File: src/rtl/tl_rx_cpl_buffer_ptr_ctrl_pkg.sv
// Shared constants and helpers for the RX completion buffer pointer control.
// The read-control bus field positions here are also decoded by the
// completion control block and must stay in step with it.
package tl_rx_cpl_buffer_ptr_ctrl_pkg;

    localparam int HDR_DEPTH         = 16;
    localparam int DATA_DEPTH        = 64;
    localparam int R_CTRL_BUS_WIDTH  = 5;
    localparam int MAX_WR_INC        = 4;

    localparam int HDR_INC_BIT       = 4;
    localparam int DATA_INC_BIT      = 3;
    localparam int INC_VAL_MSB       = 2;
    localparam int INC_VAL_W         = INC_VAL_MSB + 1;

    localparam int DW_PER_DATA_ENTRY = 8;
    localparam int DW_PER_CREDIT     = 4;
    localparam int CREDITS_PER_ENTRY = DW_PER_DATA_ENTRY / DW_PER_CREDIT;

    localparam int HDR_AW            = $clog2(HDR_DEPTH);
    localparam int DATA_AW           = $clog2(DATA_DEPTH);
    localparam int DATA_PW           = DATA_AW + 1;
    localparam int WR_INC_W          = $clog2(MAX_WR_INC) + 1;
    localparam int DATA_CREDIT_W     = 4;

    typedef struct packed {
        logic                 hdr_inc_en;
        logic                 data_inc_en;
        logic [INC_VAL_W-1:0] data_inc_value;
    } r_ctrl_t;

    function automatic r_ctrl_t decode_r_ctrl(input logic [R_CTRL_BUS_WIDTH-1:0] bus);
        r_ctrl_t c;
        c.hdr_inc_en     = bus[HDR_INC_BIT];
        c.data_inc_en    = bus[DATA_INC_BIT];
        c.data_inc_value = bus[INC_VAL_MSB:0];
        return c;
    endfunction

    // Each data entry holds 8 DW, i.e. two 4-DW flow-control credits.
    function automatic logic [DATA_CREDIT_W-1:0] data_credits(input logic [INC_VAL_W-1:0] n);
        return DATA_CREDIT_W'(n) * DATA_CREDIT_W'(CREDITS_PER_ENTRY);
    endfunction

endpackage

File: src/rtl/tl_rx_cpl_ptr_pair.sv
// Generic write/read pointer pair for a power-of-two circular array.
// Pointers carry one extra wrap bit so full and empty are distinguishable;
// count/free/empty/full are combinational from the registered pointers.
module tl_rx_cpl_ptr_pair #(
    parameter int  DEPTH = 16,
    parameter int  INC_W = 1,
    localparam int AW    = $clog2(DEPTH),
    localparam int PW    = AW + 1
) (
    input  logic             i_clk,
    input  logic             i_rst,
    input  logic             i_wr_en,
    input  logic [INC_W-1:0] i_wr_inc,
    input  logic             i_rd_en,
    input  logic [INC_W-1:0] i_rd_inc,
    output logic [AW-1:0]    o_wr_addr,
    output logic [AW-1:0]    o_rd_addr,
    output logic [PW-1:0]    o_count,
    output logic [PW-1:0]    o_free,
    output logic             o_empty,
    output logic             o_full
);

    logic [PW-1:0] wr_ptr;
    logic [PW-1:0] rd_ptr;

    // Advance each pointer by its increment; wrap is natural modulo 2*DEPTH.
    always_ff @(posedge i_clk or posedge i_rst) begin
        if (i_rst) begin
            wr_ptr <= '0;
            rd_ptr <= '0;
        end else begin
            if (i_wr_en) wr_ptr <= wr_ptr + PW'(i_wr_inc);
            if (i_rd_en) rd_ptr <= rd_ptr + PW'(i_rd_inc);
        end
    end

    assign o_wr_addr = wr_ptr[AW-1:0];
    assign o_rd_addr = rd_ptr[AW-1:0];
    assign o_count   = wr_ptr - rd_ptr;
    assign o_free    = PW'(DEPTH) - o_count;
    assign o_empty   = (wr_ptr == rd_ptr);
    assign o_full    = (wr_ptr[AW-1:0] == rd_ptr[AW-1:0]) && (wr_ptr[AW] != rd_ptr[AW]);

endmodule

File: src/rtl/tl_rx_cpl_buffer_ptr_ctrl.sv
// Read/write pointer manager for one VC's RX completion buffer.
// Decodes the read-control bus, drives empty/full/free status and returns
// freed header/data credits one cycle after each read increment.
// Optional build macro TL_RX_CPL_PTR_ERR_CHK_EN: drop illegal increments and
// expose a sticky o_ptr_err flag. Without it increments are applied as given.
module tl_rx_cpl_buffer_ptr_ctrl
    import tl_rx_cpl_buffer_ptr_ctrl_pkg::*;
(
    input  logic                        i_clk,
    input  logic                        i_rst,
    input  logic                        i_hdr_wr_en,
    input  logic                        i_data_wr_en,
    input  logic [WR_INC_W-1:0]         i_data_wr_inc,
    input  logic [R_CTRL_BUS_WIDTH-1:0] i_r_completion_ctrl,
    output logic [HDR_AW-1:0]           o_hdr_wr_addr,
    output logic [DATA_AW-1:0]          o_data_wr_addr,
    output logic [HDR_AW-1:0]           o_hdr_rd_addr,
    output logic [DATA_AW-1:0]          o_data_rd_addr,
    output logic [1:0]                  o_cpl_r_empty_flags,
    output logic                        o_hdr_full,
    output logic [DATA_PW-1:0]          o_data_free,
    output logic                        o_hdr_credit_rtn,
`ifdef TL_RX_CPL_PTR_ERR_CHK_EN
    output logic [DATA_CREDIT_W-1:0]    o_data_credit_rtn,
    output logic                        o_ptr_err
`else
    output logic [DATA_CREDIT_W-1:0]    o_data_credit_rtn
`endif
);

    r_ctrl_t              r_ctrl;
    logic                 hdr_wr_en;
    logic                 hdr_rd_en;
    logic                 data_wr_en;
    logic                 data_rd_en;
    logic                 hdr_empty;
    logic                 hdr_full;
    logic                 data_empty;
    logic                 data_full;
    logic [HDR_AW:0]      hdr_count;
    logic [HDR_AW:0]      hdr_free;
    logic [DATA_PW-1:0]   data_count;
    logic [DATA_PW-1:0]   data_free;
    logic                 unused_status;

    // Decode the read-control bus into its fields.
    always_comb begin
        r_ctrl = decode_r_ctrl(i_r_completion_ctrl);
    end

`ifdef TL_RX_CPL_PTR_ERR_CHK_EN
    logic [DATA_PW-1:0] data_avail;
    logic               ptr_err;

    // Gate each increment by legality; a same-cycle legal write counts as
    // available to the read so simultaneous traffic still nets out.
    always_comb begin
        hdr_wr_en  = i_hdr_wr_en && !hdr_full;
        hdr_rd_en  = r_ctrl.hdr_inc_en && (!hdr_empty || hdr_wr_en);
        data_wr_en = i_data_wr_en && (DATA_PW'(i_data_wr_inc) <= data_free);
        data_avail = data_count + (data_wr_en ? DATA_PW'(i_data_wr_inc) : '0);
        data_rd_en = r_ctrl.data_inc_en && (DATA_PW'(r_ctrl.data_inc_value) <= data_avail);
    end

    // Sticky error on any dropped increment; only reset clears it.
    always_ff @(posedge i_clk or posedge i_rst) begin
        if (i_rst) begin
            ptr_err <= 1'b0;
        end else if ((i_hdr_wr_en && !hdr_wr_en) || (r_ctrl.hdr_inc_en && !hdr_rd_en) ||
                     (i_data_wr_en && !data_wr_en) || (r_ctrl.data_inc_en && !data_rd_en)) begin
            ptr_err <= 1'b1;
        end
    end

    assign o_ptr_err = ptr_err;
`else
    // Upstream guarantees legality, so increments pass straight through.
    always_comb begin
        hdr_wr_en  = i_hdr_wr_en;
        hdr_rd_en  = r_ctrl.hdr_inc_en;
        data_wr_en = i_data_wr_en;
        data_rd_en = r_ctrl.data_inc_en;
    end
`endif

    tl_rx_cpl_ptr_pair #(
        .DEPTH (HDR_DEPTH),
        .INC_W (1)
    ) u_hdr_ptr (
        .i_clk     (i_clk),
        .i_rst     (i_rst),
        .i_wr_en   (hdr_wr_en),
        .i_wr_inc  (1'b1),
        .i_rd_en   (hdr_rd_en),
        .i_rd_inc  (1'b1),
        .o_wr_addr (o_hdr_wr_addr),
        .o_rd_addr (o_hdr_rd_addr),
        .o_count   (hdr_count),
        .o_free    (hdr_free),
        .o_empty   (hdr_empty),
        .o_full    (hdr_full)
    );

    tl_rx_cpl_ptr_pair #(
        .DEPTH (DATA_DEPTH),
        .INC_W (INC_VAL_W)
    ) u_data_ptr (
        .i_clk     (i_clk),
        .i_rst     (i_rst),
        .i_wr_en   (data_wr_en),
        .i_wr_inc  (i_data_wr_inc),
        .i_rd_en   (data_rd_en),
        .i_rd_inc  (r_ctrl.data_inc_value),
        .o_wr_addr (o_data_wr_addr),
        .o_rd_addr (o_data_rd_addr),
        .o_count   (data_count),
        .o_free    (data_free),
        .o_empty   (data_empty),
        .o_full    (data_full)
    );

    // Status the reader and writer consume but this level does not otherwise need.
    assign unused_status = ^{hdr_count, hdr_free, data_full, data_count};

    assign o_cpl_r_empty_flags = {hdr_empty, data_empty};
    assign o_hdr_full          = hdr_full;
    assign o_data_free         = data_free;

    // Register freed credits so they appear one cycle after the read increment.
    always_ff @(posedge i_clk or posedge i_rst) begin
        if (i_rst) begin
            o_hdr_credit_rtn  <= 1'b0;
            o_data_credit_rtn <= '0;
        end else begin
            o_hdr_credit_rtn  <= hdr_rd_en;
            o_data_credit_rtn <= data_rd_en ? data_credits(r_ctrl.data_inc_value) : '0;
        end
    end

endmodule

File: config.mk
export PLATFORM = sky130hd
export DESIGN_NAME = tl_rx_cpl_buffer_ptr_ctrl
export DESIGN_NICKNAME = d
export VERILOG_FILES = /design/src/rtl/tl_rx_cpl_buffer_ptr_ctrl_pkg.sv /design/src/rtl/tl_rx_cpl_ptr_pair.sv /design/src/rtl/tl_rx_cpl_buffer_ptr_ctrl.sv
export SDC_FILE = /design/constraint.sdc
export NUM_CORES = 1
export LEC_CHECK = 0
export BUFFER_PORTS_ARGS = -buffer_cell sky130_fd_sc_hd__buf_2
export CAP_MARGIN = 20
export CORE_MARGIN = 5
export CORE_UTILIZATION = 48
export DETAILED_ROUTE_END_ITERATION = 7
export PLACE_DENSITY = 0.76
export RECOVER_POWER = 25
export SLEW_MARGIN = 25
export SYNTH_ARGS = -nofsm -noshare
export SYNTH_HDL_FRONTEND = slang
export SYNTH_SLANG_ARGS = --single-unit
File: constraint.sdc
create_clock -name i_clk -period 2.2 [get_ports i_clk]
set_input_delay 0.44 -clock i_clk [delete_from_list [all_inputs] [get_ports i_clk]]
set_output_delay 0.44 -clock i_clk [all_outputs]
set_load 0.02 [all_outputs]
==> results.json <==
{
  "status": "finished with violations",
  "violations": "capacitance limit, slew limit, setup timing",
  "dpl.hpwl_um": 2662,
  "drc": 0,
  "relSlewSlack_pct": -1.269,
  "fp-row-count": 22,
  "clk_latency_ns": 0.27,
  "finalWorstSetupSlack_ns": -0.2720,
  "final_hold_viol_count": 0,
  "slew_violations": 29,
  "syn_avg_cell_area_um2": 10.51,
  "synth_mux_area_share_pct": 2.464,
  "io_pins": 47,
  "use_met3_pct": 4.208,
  "finalCritPeriodShare_pct": 112.4,
  "vias_per_cell": 4.880,
  "reg2reg_to": "u_data_ptr.wr_ptr[6]",
  "synth_top_family_by_area": "adder cells",
  "synth_top_area_share_pct": 38.33,
  "final_cells": 266,
  "path_max_fanout": 2,
  "finalSetupViolations": 5,
  "cts_root_buf": "clkbuf_8",
  "post_dp_cell_area_um2": 2079,
  "yosys-top-cells-area": "dfrtp_1 (38%), ha_1 (13%), xnor2_1 (11%)",
  "syn-num-nets": 208,
  "finalCriticalPeriod_ns": 2.472,
  "hold_depth": 1,
  "vias": 1298,
  "wl_um": 3548,
  "synth-compound-area-share_pct": 6.845,
  "cts_tree": "yes",
  "timing.rr.start": "u_data_ptr.wr_ptr[0]",
  "diodes": 0,
  "die_height_um": 71.71,
  "synth-simple-area-share_pct": 8.077,
  "busiest_layer": "met2",
  "cp.required_ns": 1.76,
  "synth-xor-area-share_pct": 13.89,
  "initial_core_util_pct": 49.56,
  "die_area_um2": 5142,
  "ys_warn_count": 0,
  "ant_nets": 0,
  "nets": 253,
  "ys_ff_latch": 28,
  "rrSetupSlack_ns": 0.43,
  "num-fill-cells": 314,
  "htree_levels": 1,
  "mappedNetlistArea_um2": 1828,
  "grt_max_degree": 29,
  "min_from": "i_r_completion_ctrl[4]",
  "grt_util_met1_pct": 16.58,
  "tightest_slew_ns": 1.519,
  "gp_congestion": 0.7788,
  "synthCells": 174,
  "synth_adder_area_share_pct": 16.29,
  "globalRouteOverflowTotal": 0,
  "rr_worst_depth": 8,
  "cts_sinks": 28,
  "antenna_found_initial": 0,
  "min_path_type": "in -> reg",
  "finClkSkew_ns": 0.003650,
  "grt_pass1_wl_um": 5934,
  "cp.arrival_ns": 2.03,
  "yosysUniqueCellTypes": 26,
  "grt_setup_unrepaired": "yes",
  "fmax_ghz": 0.4045,
  "min_to": "o_hdr_credit_rtn",
  "synth-seq-area-share_pct": 38.33,
  "max-clock-path-buffers": 2,
  "drive_above_1_share_pct": 41.74,
  "cts.clk_slew.worst_paths_ns": 0.09,
  "cap_violations": 1,
  "io_buffers": 45,
  "firstDrtPassIters": 4,
  "drt_iter0_markers": 22,
  "area_growth_pct": 23.41,
  "wl_per_cell_um": 13.34,
  "final_design_area_no_fill_um2": 2256,
  "die_w_um": 71.71,
  "yosysTopAreaCell": "dfrtp_1",
  "ctsHoldBuffers": 0,
  "core_um2": 3689,
  "grt_use_total_pct": 14.22,
  "place_inst": 258,
  "cts_buffers": 3,
  "start_kind": "flip-flop",
  "grt_pass1_vias": 1315,
  "end_kind": "output pin",
  "critPathKind": "reg -> out",
  "use_met2_pct": 26.84
}
placed cells by master, fill, tap and decap left out, drive strengths merged, types with 2 or more instances in the layout:
cell type and instances:
nand2 6, inv 19, and2 3, xor2 7, mux2 4, nor2b 2
ha 19, a21o 6, clkbuf 6, dfrtp 28, buf 63, nor2 4
o21ai 4, o211ai 2, fa 3, a21oi 5, nand4 8, xnor2 22
synthesized netlist by cell type:
cell and n:
dfrtp_1 28, buf_4 23, xnor2_1 22, ha_1 19, inv_1 19, nand4_1 8, xor2_1 7, a21o_1 6
nand2_1 6, a21oi_1 5, mux2_2 4, nor2_1 4, o21ai_0 4, and2_1 3, fa_1 3, buf_2 2
nor2b_1 2, a211oi_1 1, and2b_1 1, conb_1 1, nand3_1 1, nor3_2 1, nor4_1 1, o211ai_1 1
o211ai_2 1, o21bai_1 1
per-stage QoR:
stage / setup slack (ns) / utilization (%) / hold WS, ns / setup TNS (ns)
CTS: -0.2804 / 60.79 / 0.2284 / -0.8625
finish: -0.2720 / 61.16 / 0.3869 / -0.9209
detailed placement: -0.06102 / 56.38 / 0.4843 / -0.09868
global placement: -0.03923 / 56.38 / 0.4805 / -0.06092
floorplan: -0.0009277 / - / 0.4604 / -0.0009277
global route: -0.4015 / 61.16 / 0.3768 / -1.513
per-layer routing:
metal	share of wire (%)	up-vias
li1	-	636
met1	42	627
met2	52	31
met3	5.3	4
met4	0.48	0
met5	0	-
how the worst max path moves through the flow:
stage,start,to,depth (start not counted)
2_1_floorplan,u_data_ptr.wr_ptr[3],o_data_free[6],7
3_3_place_gp,u_data_ptr.wr_ptr[2],o_data_free[6],8
3_5_place_dp,u_data_ptr.wr_ptr[2],o_data_free[6],8
4_1_cts,u_data_ptr.rd_ptr[1],o_data_free[5],9
5_1_grt,u_data_ptr.wr_ptr[1],o_data_free[5],10
6_report,u_data_ptr.rd_ptr[1],o_data_free[5],9
state kept, by name, indices dropped and copies added (netlist names):
signal	flops
u_hdr_ptr.wr_ptr	5
u_data_ptr.wr_ptr	7
u_data_ptr.rd_ptr	7
u_hdr_ptr.rd_ptr	5
o_hdr_credit_rtn	1
o_data_credit_rtn	3
worst max-delay path, cell delays in order (launching register included):
cell and delay (ns):
dfrtp_1 0.43, ha_4 0.29, ha_4 0.13, inv_2 0.03
fa_2 0.34, inv_2 0.06, a21o_1 0.12, a21oi_2 0.07
xnor2_2 0.14, buf_4 0.15
what timing repair did:
item / 4_1_cts / 5_1_grt
buffers inserted: 2 / 2
endpoints found under the setup margin: 5 / 5
pin swaps: 11 / 6
resized for setup: 18 / 2
area by class of cell:
class / instances / area, µm² / share of cell area, %
Inverter: 19 / 71.32 / 3.161
Multi-Input combinational cell: 102 / 978.4 / 43.37
Timing Repair Buffer: 65 / 390.4 / 17.30
Tap cell: 48 / 60.06 / 2.662
Sequential cell: 28 / 700.7 / 31.06
Clock buffer: 4 / 55.05 / 2.440
cell families (layout without fill, tap and decap cells):
family / after synthesis / count (layout)
mux: 4 / 4
xor+xnor: 29 / 29
other cells: 1 / 1
compound gates: 19 / 19
buf+inv: 44 / 88
simple gates: 27 / 27
fa+ha+maj: 22 / 22
flops: 28 / 28
Power is not shown: default switching activity piles up to over one toggle a cycle in this logic, so the estimate is an artifact.
